### src/rtl/occupancy_counter_if.sv
// Sensor and status bundle between the gate synchronisers, the occupancy
// counter and the display/gate-control logic.
interface occupancy_counter_if #(
  parameter int W = 5
);
  logic         inc;
  logic         dec;
  logic         clr_err;
  logic [W-1:0] out;
  logic         full;
  logic         empty;
  logic         almost_full;
  logic         ovf_err;
  logic         unf_err;
  logic [W-1:0] peak;

  modport master (
    output inc, dec, clr_err,
    input  out, full, empty, almost_full, ovf_err, unf_err, peak
  );

  modport slave (
    input  inc, dec, clr_err,
    output out, full, empty, almost_full, ovf_err, unf_err, peak
  );
endinterface

### src/rtl/occupancy_counter.sv
// Parking-lot occupancy counter: edge-detected entry/exit sensors, saturating
// count, occupancy flags, sticky over/underflow errors and a high-water mark.
module occupancy_counter #(
  parameter int CAPACITY    = 25,
  parameter int ALMOST_FULL = 23
) (
  input logic               clk,
  input logic               rst,
  occupancy_counter_if.slave bus
);
  localparam int W = $clog2(CAPACITY + 1);
  localparam logic [W-1:0] CAP = W'(CAPACITY);
  localparam logic [W-1:0] AF  = W'(ALMOST_FULL);

  logic         inc_q, dec_q;
  logic         inc_ev, dec_ev;
  logic [W-1:0] count, count_nxt;
  logic [W-1:0] peak_q;
  logic         ovf_q, unf_q;
  logic         ovf_set, unf_set;

  // Sensor history is loaded even during reset so that a sensor held high
  // across reset release is not seen as a fresh arrival.
  always_ff @(posedge clk) begin
    // NOTE: sequential state uses non-blocking assignment so every register
    // samples the pre-edge values of its neighbours.
    inc_q <= bus.inc;
    dec_q <= bus.dec;
  end

  assign inc_ev = bus.inc & ~inc_q;
  assign dec_ev = bus.dec & ~dec_q;

  always_comb begin
    // NOTE: defaults first so that every path assigns every output and no
    // latch is inferred.
    count_nxt = count;
    ovf_set   = 1'b0;
    unf_set   = 1'b0;
    unique case ({inc_ev, dec_ev})
      2'b10: begin
        if (count < CAP) count_nxt = count + 1'b1;
        else             ovf_set   = 1'b1;
      end
      2'b01: begin
        if (count != '0) count_nxt = count - 1'b1;
        else             unf_set   = 1'b1;
      end
      default: ;  // simultaneous entry and exit cancel out; idle holds
    endcase
  end

  always_ff @(posedge clk) begin
    if (rst) begin
      count  <= '0;
      peak_q <= '0;
      ovf_q  <= 1'b0;
      unf_q  <= 1'b0;
    end else begin
      count <= count_nxt;
      if (bus.clr_err) begin
        // Post-update count keeps peak >= out even if an event lands on the
        // clearing edge; without an event it equals the current count.
        peak_q <= count_nxt;
        ovf_q  <= 1'b0;
        unf_q  <= 1'b0;
      end else begin
        if (count_nxt > peak_q) peak_q <= count_nxt;
        ovf_q <= ovf_q | ovf_set;
        unf_q <= unf_q | unf_set;
      end
    end
  end

  assign bus.out         = count;
  assign bus.peak        = peak_q;
  assign bus.full        = (count == CAP);
  assign bus.empty       = (count == '0);
  assign bus.almost_full = (count >= AF);
  assign bus.ovf_err     = ovf_q;
  assign bus.unf_err     = unf_q;
endmodule

### src/flat_wrapper.sv
// flat-port wrapper written by rule: the top's interface ports become plain ports
module occupancy_counter_flat 
#(
  parameter int CAPACITY    = 25,
  parameter int ALMOST_FULL = 23
)
  (clk, rst, bus_inc, bus_dec, bus_clr_err, bus_out, bus_full, bus_empty, bus_almost_full, bus_ovf_err, bus_unf_err, bus_peak);
  occupancy_counter_if bus_i ();
  input logic clk;
  input logic rst;
  input wire logic [$bits(bus_i.inc)-1:0] bus_inc;
  input wire logic [$bits(bus_i.dec)-1:0] bus_dec;
  input wire logic [$bits(bus_i.clr_err)-1:0] bus_clr_err;
  output wire logic [$bits(bus_i.out)-1:0] bus_out;
  output wire logic [$bits(bus_i.full)-1:0] bus_full;
  output wire logic [$bits(bus_i.empty)-1:0] bus_empty;
  output wire logic [$bits(bus_i.almost_full)-1:0] bus_almost_full;
  output wire logic [$bits(bus_i.ovf_err)-1:0] bus_ovf_err;
  output wire logic [$bits(bus_i.unf_err)-1:0] bus_unf_err;
  output wire logic [$bits(bus_i.peak)-1:0] bus_peak;
  assign bus_i.inc = bus_inc;
  assign bus_i.dec = bus_dec;
  assign bus_i.clr_err = bus_clr_err;
  assign bus_out = bus_i.out;
  assign bus_full = bus_i.full;
  assign bus_empty = bus_i.empty;
  assign bus_almost_full = bus_i.almost_full;
  assign bus_ovf_err = bus_i.ovf_err;
  assign bus_unf_err = bus_i.unf_err;
  assign bus_peak = bus_i.peak;
  occupancy_counter #(.CAPACITY(CAPACITY), .ALMOST_FULL(ALMOST_FULL)) u_core (.clk(clk), .rst(rst), .bus(bus_i));
endmodule
### config.mk
export PLATFORM = sky130hd
export DESIGN_NAME = occupancy_counter_flat
export DESIGN_NICKNAME = d
export VERILOG_FILES = /design/src/rtl/occupancy_counter_if.sv /design/src/rtl/occupancy_counter.sv /design/src/flat_wrapper.sv
export SDC_FILE = /design/constraint.sdc
export NUM_CORES = 1
export LEC_CHECK = 0
export CAP_MARGIN = 10
export CELL_PAD_IN_SITES_DETAIL_PLACEMENT = 0
export CELL_PAD_IN_SITES_GLOBAL_PLACEMENT = 1
export CORE_AREA = 2 2 50 52
export CTS_CLUSTER_SIZE = 12
export DETAILED_ROUTE_END_ITERATION = 10
export DIE_AREA = 0 0 52 54
export DONT_BUFFER_PORTS = 1
export GPL_TIMING_DRIVEN = 1
export PLACE_DENSITY_LB_ADDON = 0.1
export SKIP_LAST_GASP = 1
export SLEW_MARGIN = 20
export SYNTH_ARGS = -nofsm -noshare
export SYNTH_HDL_FRONTEND = slang
export SYNTH_SLANG_ARGS = --single-unit
export TNS_END_PERCENT = 5
### constraint.sdc
create_clock -name clk -period 3.33 [get_ports clk]
set_input_delay 0.333 -clock clk [delete_from_list [all_inputs] [get_ports clk]]
set_output_delay 0.333 -clock clk [all_outputs]
set_load 0.03 [all_outputs]
Word level (Yosys, flattened, before mapping):

Cells that the tools add are included.

* input port bits: 5
* ROM bits: 0
* memory bits (writable): 0
* logic and storage cells: 33
* register bits: 14
* output and inout bits: 15
* bits in latches: 0
* memories: 0

* $mul: 0
* muxes and demuxes: 9
* div/mod/pow operators: 0
* reductions and logical operators: 4
* add/subtract/negate cells: 2
* bitwise logic cells: 6
* shift operators: 0
* equality and inequality tests: 3
* order comparisons: 3

Operators with widths (count)
* $mux W5: 4
* $pmux W5 S2: 1
* $add A5 B1 Y5 const B: 1
* $eq A5 B5 Y1 const B: 1
* $ge A5 B5 Y1 const B: 1
* $gt A5 B5 Y1: 1
* $logic_not A5 Y1: 1
* $lt A5 B5 Y1 const B: 1
* $reduce_bool A5 Y1: 1
* $sub A5 B1 Y5 const B: 1
* $mux W1: 4
* $and A1 B1 Y1: 2
* $eq A2 B1 Y1 const B: 1
* $eq A2 B2 Y1 const B: 1
* $not A1 Y1: 2
* $or A1 B1 Y1: 2
* $reduce_bool A2 Y1: 1
* $reduce_or A2 Y1: 1

Longest topological paths before layout:

Gate-level depths: netlist (run 1).

* depth after elaboration: 7
* gate-level depth with buffers: 15

Worst setup path before layout (run 1):

OpenSTA, ideal clock, no wires.

* kind: flip-flop to flip-flop
* start: register u_core.count[0], in the netlist u_core.bus.out[0]
* end: register u_core.peak_q[1], in the netlist u_core.bus.peak[1]
* path buffers: 1
* library setup time: 0.130 ns
* setup slack: 0.311 ns
* cell stages (with the launch flop): 13
* data arrival time: 2.889 ns
* data required time: 3.200 ns
* period minus slack after synthesis: 3.019 ns
* cell sequence: dfxtp_1 inv_1 ha_1 nor4b_4 or4b_1 o221ai_2 ha_1 nand4_1 nor2_1 o41a_1 buf_2 mux2i_1 nor2_1

* longest elaborated chain between the ends: 5
* elaborated cells on any way between the ends: 11
* classes of those cells: add/sub: 2; order compare: 2; mux: 5; reduce/logical: 2

RTL lines
* from (decl): RTL line occupancy_counter.sv:17 `logic [W-1:0] count, count_nxt;`
* from (signal assigned): RTL line occupancy_counter.sv:60 `count <= count_nxt;`
* $sub A5 B1 Y5, or another cell as far along: RTL line occupancy_counter.sv:46 `if (count != '0) count_nxt = count - 1'b1;`
* $mux W5 (on tied branches): RTL line occupancy_counter.sv:46, occupancy_counter.sv:42
* $pmux W5 S2 (*): RTL line occupancy_counter.sv:40 `unique case ({inc_ev, dec_ev})`
* net u_core.count_nxt[1]: RTL line occupancy_counter.sv:17
* $gt A5 B5 Y1 / $mux W5 (equally long branches): RTL line occupancy_counter.sv:68 `if (count_nxt > peak_q) peak_q <= count_nxt;`
* $reduce_bool A2 Y1 (no source line) / $mux W5 (equally long branches)
* to (signal assigned): RTL line occupancy_counter.sv:64 `peak_q <= count_nxt;`
* to (signal assigned): RTL line occupancy_counter.sv:68
* to (decl): RTL line occupancy_counter.sv:18 `logic [W-1:0] peak_q;`

The timed path passes the listed nets; every way through them passes the cells marked *. The select of a mux whose other input is x is not followed.
A chain may end at the register's enable or synchronous reset.

Worst setup path after layout (run 1):

* start: register u_core.inc_q
* end: register u_core.peak_q[4], in the netlist u_core.bus.peak[4]

* longest elaborated chain between the ends: 6
* elaborated cells on any way between the ends: 9
* classes of those cells: order compare: 1; eq/ne: 2; mux: 3; bitwise: 2; reduce/logical: 1

RTL lines
* from (decl): RTL line occupancy_counter.sv:15 `logic inc_q, dec_q;`
* from (signal assigned): RTL line occupancy_counter.sv:27 `inc_q <= bus.inc;`
* $not A1 Y1 (*): RTL line occupancy_counter.sv:31 `assign inc_ev = bus.inc & ~inc_q;`
* $and A1 B1 Y1 (*): RTL line occupancy_counter.sv:31
* $eq A2 B1 Y1 / $eq A2 B2 Y1 (equally long branches): RTL line occupancy_counter.sv:40
* $pmux W5 S2 (*): RTL line occupancy_counter.sv:40
* net u_core.count_nxt[2]: RTL line occupancy_counter.sv:17
* $gt A5 B5 Y1 (*): RTL line occupancy_counter.sv:68
* $reduce_bool A2 Y1 (no source line) (*)

Marked as above.

==> summary.md, run 1 <==
| Metric | Value |
|---|---|
| Outcome | complete, no violations |
| Commonest non-fill, non-tap cells in the layout | 14 x nor2_1, 14 x dfxtp_1, 11 x inv_1 |
| Max Cap Violations | 0 |
| CTS Root Buffer Type | clkbuf_4 |
| Clock power frac | 0.241 |
| WHS | 76.03 ps |
| FF-to-FF Start | u_core.inc_q |
| Inserted Diodes | 0 |
| Total power | 0.5006 mW |
| WL/cell | 14.37 um |
| CTS tree | done |
| Worst VDD drop | 229.8 uV |
| CTS Buf Count | 3 |
| Reg power frac | 0.438 |
| Critical path type | register to register |
| Largest family of logic cells by synthesized area | simple AND/OR/NAND/NOR gates |
| Number of global-route vias before repair | 778 |
| Clock Skews | 5.783 ps |
| Worst Tran Pin Value | 588.8 ps |
| Via-to-Cell Ratio | 5.455 |
| Simple-gate share of the synthesized area | 0.2571 |
| Max Slew Vio Count | 0 |
| Worst Setup SP | u_core.inc_q |
| Fmax | 0.3327 GHz |
| Post CTS Setup Buffer Count | 0 |
| Setup repair after global routing missed its margin | no |
| Seq/Total Area, Yosys | 0.2894 |
| Avg Inst Size Synth | 8.804 sq um |
| Share of cells above drive strength 1 | 0.1913 |
| Post-Synthesis Cells | 110 |
| Clk_lat worst skew | 270 ps |
| Synth unique cells | 38 |
| Final WS setup | 324.2 ps |
| Int Power | 0.3204 mW |
| CP max-delay cell | o41a_1 |
| Combinational power share | 0.321 |
| Ys async rst share | 0 |
| Total gr overflow | 0 |
| # setup viols final | 0 |
| Crit path cell chain | nand2b_1 > ha_1 > nand2b_1 > a211o_1 > o211ai_2 > ha_1 > a211oi_1 > nor2_1 > o41a_1 > mux2i_1 > nor2_1 |
| Synth Area in Compound Gates | 0.2183 |
| CP bufs+invs | 0 |
| Clock tree buffer depth | 2 |
| NumNets Final | 131 |
| Worst path required time | 3500 ps |
| Final Hold Viols | 0 |
| Clock sink total | 14 |
| Port buffer count | 0 |
| Vias | 791 |
| CP delay by family, top | compound AO/OA/AOI/OAI gates |
| Synth Flop Type | dfxtp_1 |
| Gpl congestion | 0.7491 |
| Final worst-path cycle share | 0.9026 |
| Area of the die | 2808 sq um |
| Slowest stage delay, CP | 460 ps |
| Leakage | 0.4544 nW |
| First-pass GRT wire length | 3498 um |
| Post-DP HPWL | 1590 um |
| Multiplexer area fraction after synthesis | 0.03101 |
| Initial antenna violation count | 0 |
| Switching power | 0.1803 mW |
| CP endpoint kind | register |
| Post-Synth Adder-Cell Area | 0.1292 |
| Area grow syn2layout | 9.948% |
| Sw Share | 0.3601 |
| 1st-pass router iterations | 4 |
| Final ANT Viol Nets | 0 |
| Initial DRC Count | 12 |
| Die height | 54 um |
| Detailed-route DRC error count | 0 |
| Ys Warns | 0 |
| Overall routed net length | 2084 um |
| Worst min-delay path category | input port to register |
| Initial core utilization | 0.4175 |
| Hold_sp | bus_inc |
| Worst path arrival time | 3180 ps |
| I/O Pins | 20 |
| CORE AREA | 2320 sq um |
| Post-synth EDFFs | 0 |
| Area of the multi-input gates | 624.3 sq um |
| Register Area | 280.3 sq um |
| Crit start category | register |
| Pin count of the biggest net entering global routing | 13 |
| Post-Synth XOR/XNOR Area | 0.009044 |
| Row Count | 18 |
| Post-route minimum period | 3006 ps |
| Total Routing Usage GR | 0.1674 |
| CTS H-tree lvls | 1 |
| Die span in x | 52 um |
| P per Cell Area | 470.2 nW/um^2 |
| Synthesized area | 968.4 sq um |
| Hold Buf Count CTS | 0 |
| CP Max Fanout | 12 |
| Setup WS pre-CTS | 267.7 ps |
| Synth Net Count | 125 |
| PostCTS Resize Cnt | 0 |
| Clk slew on worst S/H paths | 90 ps |
| Final setup TNS | 0 ps |
| Max transition margin | 0.6069 |
| Filler cell count | 241 |
| Synthesized flop and latch total | 14 |
-- routing by layer --
layer,global-route usage,wire [um],up-vias
met5,0,0,-
met4,0.05263,15,0
met3,0.03333,113,2
met2,0.2954,1013,17
met1,0.2040,942,372
li1,-,-,400
-- through the flow --
step             util  std cells  instance area (sq um)
4_1_cts        0.4590        145                   1065
2_1_floorplan       -        110                  968.4
3_5_place_dp   0.4434        141                   1028
6_report       0.4590        145                   1065
5_1_grt        0.4590        145                   1065
3_3_place_gp   0.4434        141                   1028
-- power by group through the flow --
stage          registers, mW  clock network (mW)  logic [mW]
2_1_floorplan          0.222                   0       0.138
3_3_place_gp           0.223                   0       0.160
3_5_place_dp           0.224                   0       0.162
4_1_cts                0.220               0.123       0.164
5_1_grt                0.221               0.132       0.180
6_report               0.219               0.121       0.161
-- worst reg2reg max path: cells and delay by family (launching register included) --
family	cells	cell delay (ps)
AOI/OAI and AO/OA	4	1180
DFF	1	310
adders and majority gates	2	710
and+or+nand+nor	4	500
muxes	1	200
-- worst paths after layout --
kind	slack (ps)	to	cells past startpoint
worst min-delay path	80	u_core.inc_q	0
worst max-delay path	320	u_core.bus.peak[4]	11
worst min register to register	640	u_core.bus.ovf_err	2
worst max register to register	320	u_core.bus.peak[4]	11
-- state kept, by name, indices dropped and copies added (netlist names) --
register and cells:
u_core.bus.unf_err 1, u_core.bus.out 5, u_core.bus.peak 5, u_core.inc_q 1, u_core.dec_q 1, u_core.bus.ovf_err 1
-- logic make-up after synthesis --
logic type / after synthesis
buf+inv: 16
fa+ha+maj: 10
flops: 14
compound gates: 26
xor+xnor: 1
simple gates: 40
mux: 3
-- cell type report --
type | count | share of cell area
Clock buffer | 4 | 0.03408
Inverter | 11 | 0.03878
Multi-Input combinational cell | 80 | 0.5864
Sequential cell | 14 | 0.2632
Tap cell | 30 | 0.03525
Timing Repair Buffer | 6 | 0.04230
-- synthesized netlist by cell type (2+ instances only) --
master,count,share of area
dfxtp_1,14,0.29
nor2_1,14,0.054
inv_1,11,0.043
ha_1,10,0.13
nor2b_1,6,0.039
nand2b_1,5,0.032
o21ai_0,5,0.026
a21oi_1,4,0.021
a211oi_1,3,0.023
buf_2,3,0.015
mux2i_1,3,0.031
a211oi_2,2,0.026
clkbuf_1,2,0.0078
nor3_1,2,0.010
o21ai_1,2,0.010
or3b_1,2,0.018
Note: power is estimated with default switching activity, not from simulation.
==> inputs of run 2 (changes only) <==
SKIP_LAST_GASP = default   (was 1)
==> results of run 2 <==
Same layout as run 1: the final DEF is identical, and so are final timing and power.
==> patch: new RTL, flow settings as in run 2 <==
`ALMOST_FULL` is set to 23 in 2 places; all go to 17.
--- a/src/rtl/occupancy_counter.sv
+++ b/src/rtl/occupancy_counter.sv
@@ -4,3 +4,3 @@
   parameter int CAPACITY    = 25,
-  parameter int ALMOST_FULL = 23
+  parameter int ALMOST_FULL = 17
 ) (
--- a/src/flat_wrapper.sv
+++ b/src/flat_wrapper.sv
@@ -4,3 +4,3 @@
   parameter int CAPACITY    = 25,
-  parameter int ALMOST_FULL = 23
+  parameter int ALMOST_FULL = 17
 )
Behaviour: same outputs for any inputs over 10 cycles, from zero or initial values and one cycle with rst high; that may be too few to reach the edited logic, so the function may still have changed.
==> patch against run 2 <==
Area after synthesis is 1.4% higher. Utilization is 2.6 points higher. Power is 33% higher. Wire length is 2.7% higher. Setup slack worse by 0.094 ns. Fmax is 3.0% lower. Final area is 5.8% higher. Sequential cell count stayed put. Hold slack worse by 0.0017 ns. Critical endpoint is now u_core.bus.peak[0]$_SDFFE_PP0P_.
==> patch: results (changes against run 2) <==
| Metric | Value |
|---|---|
| Maximum fanout along the worst path | 8 (-4) |
| Vias in the first global route | 797 (+2.4%) |
| GR Util met3 | 0.0278 (-0.00556) |
| Max VDD drop | 394 uV (+72%) |
| First-pass GRT wire length | 3440 um (-1.6%) |
| M1 WL | 975 um (+3.5%) |
| Synth area leaders | dfxtp_1, ha_1, inv_1 |
| Placer congestion estimate | 0.849 (+13%) |
| Status | completed |
| Met2 usage | 0.283 (-0.0127) |
| M1 GR Usage | 0.208 (+0.00436) |
| All-Layer GR Usage | 0.168 (+0.000390) |
| Worst path slowest cell | or4b_4 |
| Xor/xnor share of the synthesized area | 0 (-0.00904) |
| Slew @ Worst Pin | 0.890 ns (+0.301 ns) |
| Clk pin slew, worst setup/hold paths | 0.08 ns |
| Final-stage net count | 137 (+4.6%) |
| Via Count | 815 (+3.0%) |
| Mux cell area share after synthesis | 0.0217 (-0.00935) |
| Post-detail-place hpwl | 1660 um (+4.1%) |
| CP max stage delay | 0.52 ns (+0.06 ns) |
| Met3 wire len | 89 um (-21%) |
| Register area share after synthesis | 0.285 (-0.00406) |
| Htree depth | 1 (unchanged) |
| CP delay by family, top | simple AND/OR/NAND/NOR gates |
| Synth top cells by count | dfxtp_1, inv_1, ha_1 |
| Layout cells sized above 1 | 0.233 (+0.0420) |
| Post-Synth Adder-Cell Area | 0.140 (+0.0109) |
| Routed wire length | 2140 um (+2.7%) |
| Syn nets | 127 (+1.6%) |
| Critical path arrival | 3.30 ns (+0.12 ns) |
==> patch: path summary, 6_finish.rpt <==
path / from / cells after the start / slack, ns / endpoint
min: bus_inc / 0 / 0.07 / u_core.inc_q$_DFF_P_
max: u_core.bus.out[1]$_SDFF_PP0_ / 14 / 0.23 / u_core.bus.peak[0]$_SDFFE_PP0P_
min reg2reg: u_core.bus.peak[3]$_SDFFE_PP0P_ / 2 / 0.64 / u_core.bus.peak[3]$_SDFFE_PP0P_
max reg2reg: u_core.bus.out[1]$_SDFF_PP0_ / 14 / 0.23 / u_core.bus.peak[0]$_SDFFE_PP0P_
==> patch: area by class of cell <==
cell class                      instances  area (um^2)
Sequential cell                        14          280
Tap cell                               30         37.5
Timing Repair Buffer                   11         82.6
Multi-Input combinational cell         76          628
Clock buffer                            4         36.3
Inverter                               15         61.3
Fill cell                             235         1190
==> patch: through the flow <==
stage	cell area [um^2]	cells	setup WS, ns	TNS, ns	hold slack [ns]
5_1_grt	1130	150	-0.0153	-0.0153	0.0578
6_report	1130	150	0.230	0	0.0743
4_1_cts	1100	150	0.131	0	0.0643
3_5_place_dp	1060	146	0.180	0	0.361
3_3_place_gp	1060	146	0.201	0	0.361
2_1_floorplan	982	111	0.0852	0	0.361
==> patch: power groups by stage <==
| stage | clock [mW] | combinational (mW) | sequential [mW] |
|---|---|---|---|
| 3_5_place_dp | 0 | 0.239 | 0.282 |
| 6_report | 0.121 | 0.267 | 0.277 |
| 3_3_place_gp | 0 | 0.237 | 0.281 |
| 5_1_grt | 0.131 | 0.298 | 0.283 |
| 2_1_floorplan | 0 | 0.198 | 0.280 |
| 4_1_cts | 0.125 | 0.241 | 0.278 |
